===== src/rtl/spi_slave.sv =====
// spi_slave: mode-0 SPI slave latching WIDTH-bit frames onto leds and echoing the previous word on MISO; define SPI_LSB_FIRST_EN for LSB-first.
module spi_slave #(
    parameter int WIDTH = 4
) (
    input  logic             MOSI,
    input  logic             CS,
    input  logic             sclk,
    input  logic             rst,
    output logic             MISO,
    output logic [WIDTH-1:0] leds
);
    localparam int CW = WIDTH > 1 ? $clog2(WIDTH) : 1;
    logic [WIDTH-1:0] rx_shift, tx_shift, rx_next, tx_next;
    logic [CW-1:0] bit_cnt;
    logic last;
`ifdef SPI_LSB_FIRST_EN
    assign rx_next = {MOSI, rx_shift[WIDTH-1:1]};
    assign tx_next = {1'b0, tx_shift[WIDTH-1:1]};
    assign MISO = CS ? 1'b0 : tx_shift[0];
`else
    assign rx_next = {rx_shift[WIDTH-2:0], MOSI};
    assign tx_next = {tx_shift[WIDTH-2:0], 1'b0};
    assign MISO = CS ? 1'b0 : tx_shift[WIDTH-1];
`endif
    assign last = bit_cnt == CW'(WIDTH - 1);
    // A completed word is echoed straight back so back-to-back frames return it
    always_ff @(posedge sclk) begin
        if (!rst) begin
            leds     <= '0;
            rx_shift <= '0;
            tx_shift <= '0;
            bit_cnt  <= '0;
        end else if (CS) begin
            bit_cnt  <= '0;
            tx_shift <= leds;
        end else begin
            rx_shift <= rx_next;
            tx_shift <= last ? rx_next : tx_next;
            leds     <= last ? rx_next : leds;
            bit_cnt  <= last ? '0 : bit_cnt + 1'b1;
        end
    end
endmodule


===== config.mk =====
export PLATFORM = sky130hd
export DESIGN_NAME = spi_slave
export DESIGN_NICKNAME = d
export VERILOG_FILES = /design/src/rtl/spi_slave.sv
export SDC_FILE = /design/constraint.sdc
export NUM_CORES = 1
export LEC_CHECK = 0
export CAP_MARGIN = 25
export CORE_AREA = 2 2 39 41
export CTS_BUF_LIST = sky130_fd_sc_hd__clkbuf_4 sky130_fd_sc_hd__clkbuf_8 sky130_fd_sc_hd__clkbuf_16
export DETAILED_ROUTE_END_ITERATION = 8
export DIE_AREA = 0 0 41 43
export DONT_BUFFER_PORTS = 1
export PLACE_DENSITY = 0.63
export SYNTH_ARGS = -nofsm -noshare
export SYNTH_HDL_FRONTEND = slang
export SYNTH_SLANG_ARGS = --single-unit

===== constraint.sdc =====
create_clock -name sclk -period 1.3 [get_ports sclk]
set_input_delay 0.39 -clock sclk [delete_from_list [all_inputs] [get_ports sclk]]
set_output_delay 0.39 -clock sclk [all_outputs]
set_load 0.05 [all_outputs]

==> metrics.txt, run 1 <==
status complete, no violations; combinational share of power 0.047; Reg clk slew, reported paths around 0.07 ns; Post-Syn Area 534.3 um^2; pin count of the biggest net entering global routing 14; All-Layer GR Usage 0.1132; DIE AREA roughly 1800 um^2; final setup skew approximately 0.0035 ns; Die Span X roughly 41 um; # IOs 9; Starting Density 0.3861; max-cap violations 0; H-tree Lvls 1; XOR/XNOR share of the synthesized area 0; multiplexer share of the synthesized area 0.1686; Clock Path Buffers 2; final RePlAce weighted congestion 0.6771; fin cells 69; most instantiated cells after synthesis 13 x dfxtp_1, 9 x mux2i_1, 6 x nor2b_1, 3 x a21oi_1, 3 x o21ai_0; fillers 138; async set-or-reset flop fraction in the synthesized netlist 0; top cells by area, synth dfxtp_1 49%, mux2i_1 17%, nor2b_1 7.0%; num rows 14; Worst Setup End Kind output pin; cell total after placement 65; power per cell area approximately 1200 nW/um^2; Hold Crit Class primary input to register; PortBufs 0; clock share of power 0.366; wire length per cell 11.43 um; clk sink count 13; Final Instance Area roughly 590 um^2; number of diodes 0; Worst R2R Setup Slack approximately 0.1 ns; Initial DRC Count 3; Req. time, crit path slightly above 0.9 ns; CP max stage delay 0.37 ns; Slew Limit Fails 0; 1st-pass router iterations 2; Cell Chain, Critical Path buf_4; crit start category register; worst-margin pin slew roughly 0.38 ns; DR vias ~340; Routed Antenna Nets 0; most frequent cell after synthesis dfxtp_1; Internal Pwr Total 0.5674 mW; Synth top area share 0.4871; worst-skew pair later-pin latency approximately 0.27 ns; via/cell ratio between 4 and 5; hold slack final around 0.18 ns; Final Util 0.4241; core area approximately 1400 um^2; RSZ-0062 raised after global routing no; Synth Instances 48; Chip Height about 43 um; register area share after synthesis 0.4871; Syn. warnings 0; CTS tree yes; Data arrival, critical path about 0.85 ns; drt drc 0; Mapped Nets 53; share of cells above drive strength 1 0.2264; Syn Area/Cell about 11 um^2; min cycle time layout about 1.2 ns; Placed Area about 560 um^2; Routed WL between 700 and 800 um; Synth Area in Compound Gates 0.08431; Switching Fraction 0.1951; Post-Synth Simple-Gate Area 0.1756; fin nets 59; CP max FO 3; CTS root buf clkbuf_4; switching power roughly 0.14 mW; Layout area overhead 9.836%; synth unique cells 18; Yosys reg bits 13; slowest CP cell dfxtp_1; Setup-failing EPs final 0; CP top delay family flip-flops; Synth area leader dfxtp_1; Period Utilization, post-route 0.9564; power share of the sequential group 0.587; initial antenna violation count 0; number of synthesized flops with an enable pin 0; Setup CP Type register to output pin; WP buf/inv 1; largest family of logic cells by synthesized area simple AND/OR/NAND/NOR gates; adder-cell share of the synthesized area 0.02342; Post-synth top flop dfxtp_1; HPWL Detailed about 560 um; number of global-route vias before repair 300; Setup TNS 0 ns; first-pass GRT wire length about 1300 um; final-report hold violation count 0; Slew HR 0.7443; VDD IR max 0.5749 mV; Pleak 0.2463 nW; FMAX approximately 0.8 GHz; TritonCTS Buffers 3; Overflow after GRT 0
## power by group through the flow
stage / clock (mW) / sequential (mW) / combinational [mW]
finish: 0.258 / 0.414 / 0.0329
global route: 0.296 / 0.415 / 0.0367
CTS: 0.274 / 0.414 / 0.0324
detailed placement: 0 / 0.423 / 0.0323
global placement: 0 / 0.424 / 0.0318
floorplan: 0 / 0.423 / 0.0382
## layer usage
metal	vias to the layer above	part of all wire	GRT usage
li1	177	-	-
met3	0	0.086	0.09948
met1	155	0.50	0.1546
met5	-	0	0
met4	0	0	0.04000
met2	9	0.41	0.1250
## layout by cell type (no fill, tap or decap), drive strengths merged
master	Yosys	routed
buf	1	4
nand2b	1	1
and4bb	1	1
a21boi	2	2
mux2i	9	9
nor2b	6	6
a21oi	3	3
ha	1	1
dfxtp	13	13
clkbuf	2	4
and2b	1	1
inv	1	1
nand3	1	1
o21ai	3	3
nor4b	1	1
nand2	2	2
## worst register-to-register path: stages, from the launching register on
cell and delay (ns):
dfxtp_1 0.34, ha_1 0.39, nand2b_4 0.12, mux2i_1 0.18
nor2b_1 0.06
## stage by stage
stage | power, mW | setup WS (ns)
5_1_grt | 0.7482 | 0.002379
2_1_floorplan | 0.4610 | 0.04254
6_report | 0.7050 | 0.05673
4_1_cts | 0.7200 | 0.02207
3_5_place_dp | 0.4558 | 0.1426
3_3_place_gp | 0.4553 | 0.1635
## cells by family (layout without fill, tap and decap cells)
logic type	after synthesis	in the layout
DFF	13	13
and+or+nand+nor	13	13
muxes	9	9
AOI/OAI and AO/OA	8	8
buffers and inverters	4	9
adders and majority gates	1	1
## worst paths after layout
path	from	to	cells past startpoint
max	leds[0]$_SDFFE_PN0P_	leds[0]	1
min	CS	bit_cnt[0]$_SDFF_PP0_	1
max reg2reg	bit_cnt[0]$_SDFF_PP0_	leds[3]$_SDFFE_PN0P_	4
min reg2reg	bit_cnt[0]$_SDFF_PP0_	bit_cnt[0]$_SDFF_PP0_	1
## cell type report
| cell class | instances | area [um^2] | area share |
|---|---|---|---|
| flip-flops and latches | 13 | 260.3 | 0.4435 |
| inverters | 1 | 3.754 | 0.006397 |
| repair buffers | 4 | 30.03 | 0.05117 |
| clock buffers | 4 | 30.03 | 0.05117 |
| multi-input cells | 31 | 242.7 | 0.4136 |
| well taps | 16 | 20.02 | 0.03412 |
## registers in the layout, indices dropped and copies added (netlist names)
signal,cells
bit_cnt,2
rx_shift,3
tx_shift,4
leds,4
## what timing repair did
action	in CTS	in global routing
endpoints found under the hold margin	0	0
setup endpoints to repair	0	1
buffers inserted	0	0
hold buffers	0	0
resized for setup	0	1
(Power assumes the default switching activity.)
==> run 2, diff against run 1 <==
--- a/config.mk
+++ b/config.mk
@@ -5,7 +5,6 @@
 export SDC_FILE = /design/constraint.sdc
 export NUM_CORES = 1
 export LEC_CHECK = 0
-export CAP_MARGIN = 25
 export CORE_AREA = 2 2 39 41
 export CTS_BUF_LIST = sky130_fd_sc_hd__clkbuf_4 sky130_fd_sc_hd__clkbuf_8 sky130_fd_sc_hd__clkbuf_16
 export DETAILED_ROUTE_END_ITERATION = 8
==> results of run 2 <==
Final layout, timing and power as in run 1 (identical DEF).
==> run 3, diff against run 2 <==
==> config.mk (replaced) <==
export PLATFORM = sky130hd
export DESIGN_NAME = spi_slave
export DESIGN_NICKNAME = d
export VERILOG_FILES = /design/src/rtl/spi_slave.sv
export SDC_FILE = /design/constraint.sdc
export NUM_CORES = 1
export LEC_CHECK = 0
export CELL_PAD_IN_SITES_DETAIL_PLACEMENT = 1
export CELL_PAD_IN_SITES_GLOBAL_PLACEMENT = 2
export CORE_MARGIN = 1.5
export CORE_UTILIZATION = 36
export CTS_BUF_LIST = sky130_fd_sc_hd__clkbuf_4 sky130_fd_sc_hd__clkbuf_8 sky130_fd_sc_hd__clkbuf_16
export DETAILED_ROUTE_END_ITERATION = 8
export DONT_BUFFER_PORTS = 1
export PLACE_DENSITY = 0.8
export SYNTH_ARGS = -nofsm -noshare
export SYNTH_HDL_FRONTEND = slang
export SYNTH_SLANG_ARGS = --single-unit
==> run 3 against run 2 <==
Net effect:
- clock power increased by 4%
- critical endpoint is now MISO
- highest routed layer is now met4
- worst hold slack better by 0.0017 ns
- utilization grew 0.97 points
- first-iteration DRC count decreased by 67%
- largest cell class unchanged
==> metrics.txt, run 3 (synthesized netlist as in run 1, its figures left out) <==
status complete, no violations (unchanged); clk sink count 13 (unchanged); slowest CP cell dfxtp_1 (unchanged); fin cells 68 (was 69); DR vias 348 (was 341); core area 1350 um^2 (was 1384 um^2); Hold Path End bit_cnt[0]$_SDFF_PP0_ (unchanged); Slew Limit Fails 0 (unchanged); CP top delay family flip-flops (unchanged); Final Util 0.4337 (was 0.4241); final RePlAce weighted congestion 0.6715 (was 0.6771); 1st-pass router iterations 2 (unchanged); fin nets 59 (unchanged); Setup CP Type register to output pin (unchanged); Starting Density 0.3957 (was 0.3861); TritonCTS Buffers 3 (unchanged); Req. time, crit path 0.91 ns (about the same); Routed WL 1018 um (was 789 um); cell total after placement 64 (was 65); All-Layer GR Usage 0.1267 (was 0.1132); Cell Chain, Critical Path and2b_4 (was buf_4); Reg clk slew, reported paths 0.08 ns (was 0.07 ns); CP max stage delay 0.33 ns (was 0.37 ns); Layout area overhead 9.602% (was 9.836%); max-cap violations 0 (unchanged); Worst Setup End Kind output pin (unchanged); largest registers leds (4), tx_shift (4), rx_shift (3) (unchanged); CP max FO 1 (was 3); wire length per cell 14.97 um (was 11.43 um); worst-skew pair later-pin latency 0.27 ns (about the same); drt drc 0 (unchanged); hold path start CS (unchanged); FMAX 0.8035 GHz (was 0.8043 GHz); initial antenna violation count 0 (unchanged); met1 Use GR 0.1486 (was 0.1546); power per cell area 1226 nW/um^2 (was 1201 nW/um^2); met3 Resource Use GR 0.03478 (was 0.09948); CTS tree yes (unchanged); via/cell ratio 5.118 (was 4.942); PortBufs 0 (unchanged); Pwr Total 0.7178 mW (was 0.7050 mW); worst-margin pin slew 0.3607 ns (was 0.3836 ns); VDD IR max 0.4741 mV (was 0.5749 mV); crit start category register (unchanged); fillers 153 (was 138); Initial DRC Count 1 (was 3); num rows 13 (was 14); CTS root buf clkbuf_4 (unchanged); Slew HR 0.7595 (was 0.7443); Setup TNS 0 ns (unchanged); met2 Usage GRT 0.1969 (was 0.1250); Overflow after GRT 0 (unchanged); WP buf/inv 0 (was 1); final setup skew 0.001603 ns (was 0.003466 ns); Period Utilization, post-route 0.9574 (was 0.9564); number of diodes 0 (unchanged); share of cells above drive strength 1 0.2264 (unchanged); Hold Crit Class primary input to register (unchanged); Chip Height 41.53 um (was 43 um); Worst R2R Setup Slack 0.12 ns (was 0.10 ns); number of global-route vias before repair 388 (was 300); final-report hold violation count 0 (unchanged); most frequent cells in the layout 13 x dfxtp_1, 9 x mux2i_1, 6 x nor2b_1 (unchanged); Reg-to-Reg End leds[1]$_SDFFE_PN0P_ (was leds[3]$_SDFFE_PN0P_); Setup-failing EPs final 0 (unchanged); pin count of the biggest net entering global routing 14 (unchanged); Pleak 0.2463 nW (unchanged); Clock Path Buffers 2 (unchanged); # IOs 9 (unchanged); Most Crowded Layer GR met2 (was met1); commonest non-fill, non-tap cell in the layout dfxtp_1 (unchanged); min cycle time layout 1.245 ns (was 1.243 ns); RSZ-0062 raised after global routing no (unchanged); Data arrival, critical path 0.85 ns (about the same); Routed Antenna Nets 0 (unchanged); first-pass GRT wire length 1642 um (was 1290 um); Die Span X 41.53 um (was 41 um); RR Startpoint bit_cnt[0]$_SDFF_PP0_ (unchanged); H-tree Lvls 1 (unchanged); HPWL Detailed 749.7 um (was 559.7 um); Reg2Reg Depth 4 (unchanged); Hold Path Stages 1 (unchanged); DIE AREA 1724 um^2 (was 1763 um^2)
==> run 3: worst max path at each step <==
stage / from / endpoint / slack, ns / cells past startpoint
CTS: tx_shift[3]$_SDFF_PN0_ / MISO / 0.03 / 1
finish: tx_shift[3]$_SDFF_PN0_ / MISO / 0.06 / 1
floorplan: CS / MISO / 0.04 / 2
detailed placement: bit_cnt[0]$_SDFF_PP0_ / leds[1]$_SDFFE_PN0P_ / 0.14 / 4
global placement: CS / MISO / 0.16 / 1
global route: leds[3]$_SDFFE_PN0P_ / leds[3] / 0.02 / 1
==> run 3: what timing repair did <==
action / 4_1_cts / 5_1_grt
setup endpoints to repair: 1 / 0
gates resized for setup: 1 / 0
hold buffers: 0 / 0
endpoints found under the hold margin: 0 / 0
buffers inserted: 0 / 0
==> run 3: per-layer routing <==
layer / up-vias / wire length [um]
li1: 172 / -
met5: - / 0
met4: 0 / 7
met3: 2 / 44
met2: 7 / 504
met1: 167 / 461
==> run 3: where the power goes <==
group / switching [mW] / internal, mW
Clock: 0.129 / 0.140
Sequential: 0.00651 / 0.409
Combinational: 0.0150 / 0.0192
==> run 3: worst register-to-register path, delay by kind of cell, from the launching register on <==
family / cells / cell delay [ns]
adders and majority gates: 1 / 0.38
DFF: 1 / 0.35
muxes: 1 / 0.17
and+or+nand+nor: 2 / 0.18
==> run 3: per-stage QoR <==
stage / hold WS, ns / setup WS [ns] / area [um^2]
final: 0.1866 / 0.05540 / 585.6
after global routing: 0.1761 / 0.02133 / 585.6
after CTS: 0.1786 / 0.03353 / 585.6
after detailed placement: 0.4296 / 0.1375 / 554.3
after global placement: 0.4110 / 0.1639 / 554.3
after floorplan: 0.4050 / 0.04254 / 534.3
==> run 3: final cells by class <==
type	count	area [um^2]	share of cell area
flip-flops and latches	13	260.3	0.4444
repair buffers	4	30.03	0.05128
clock buffers	4	30.03	0.05128
multi-input cells	31	242.7	0.4145
well taps	15	18.77	0.03205
inverters	1	3.754	0.006410
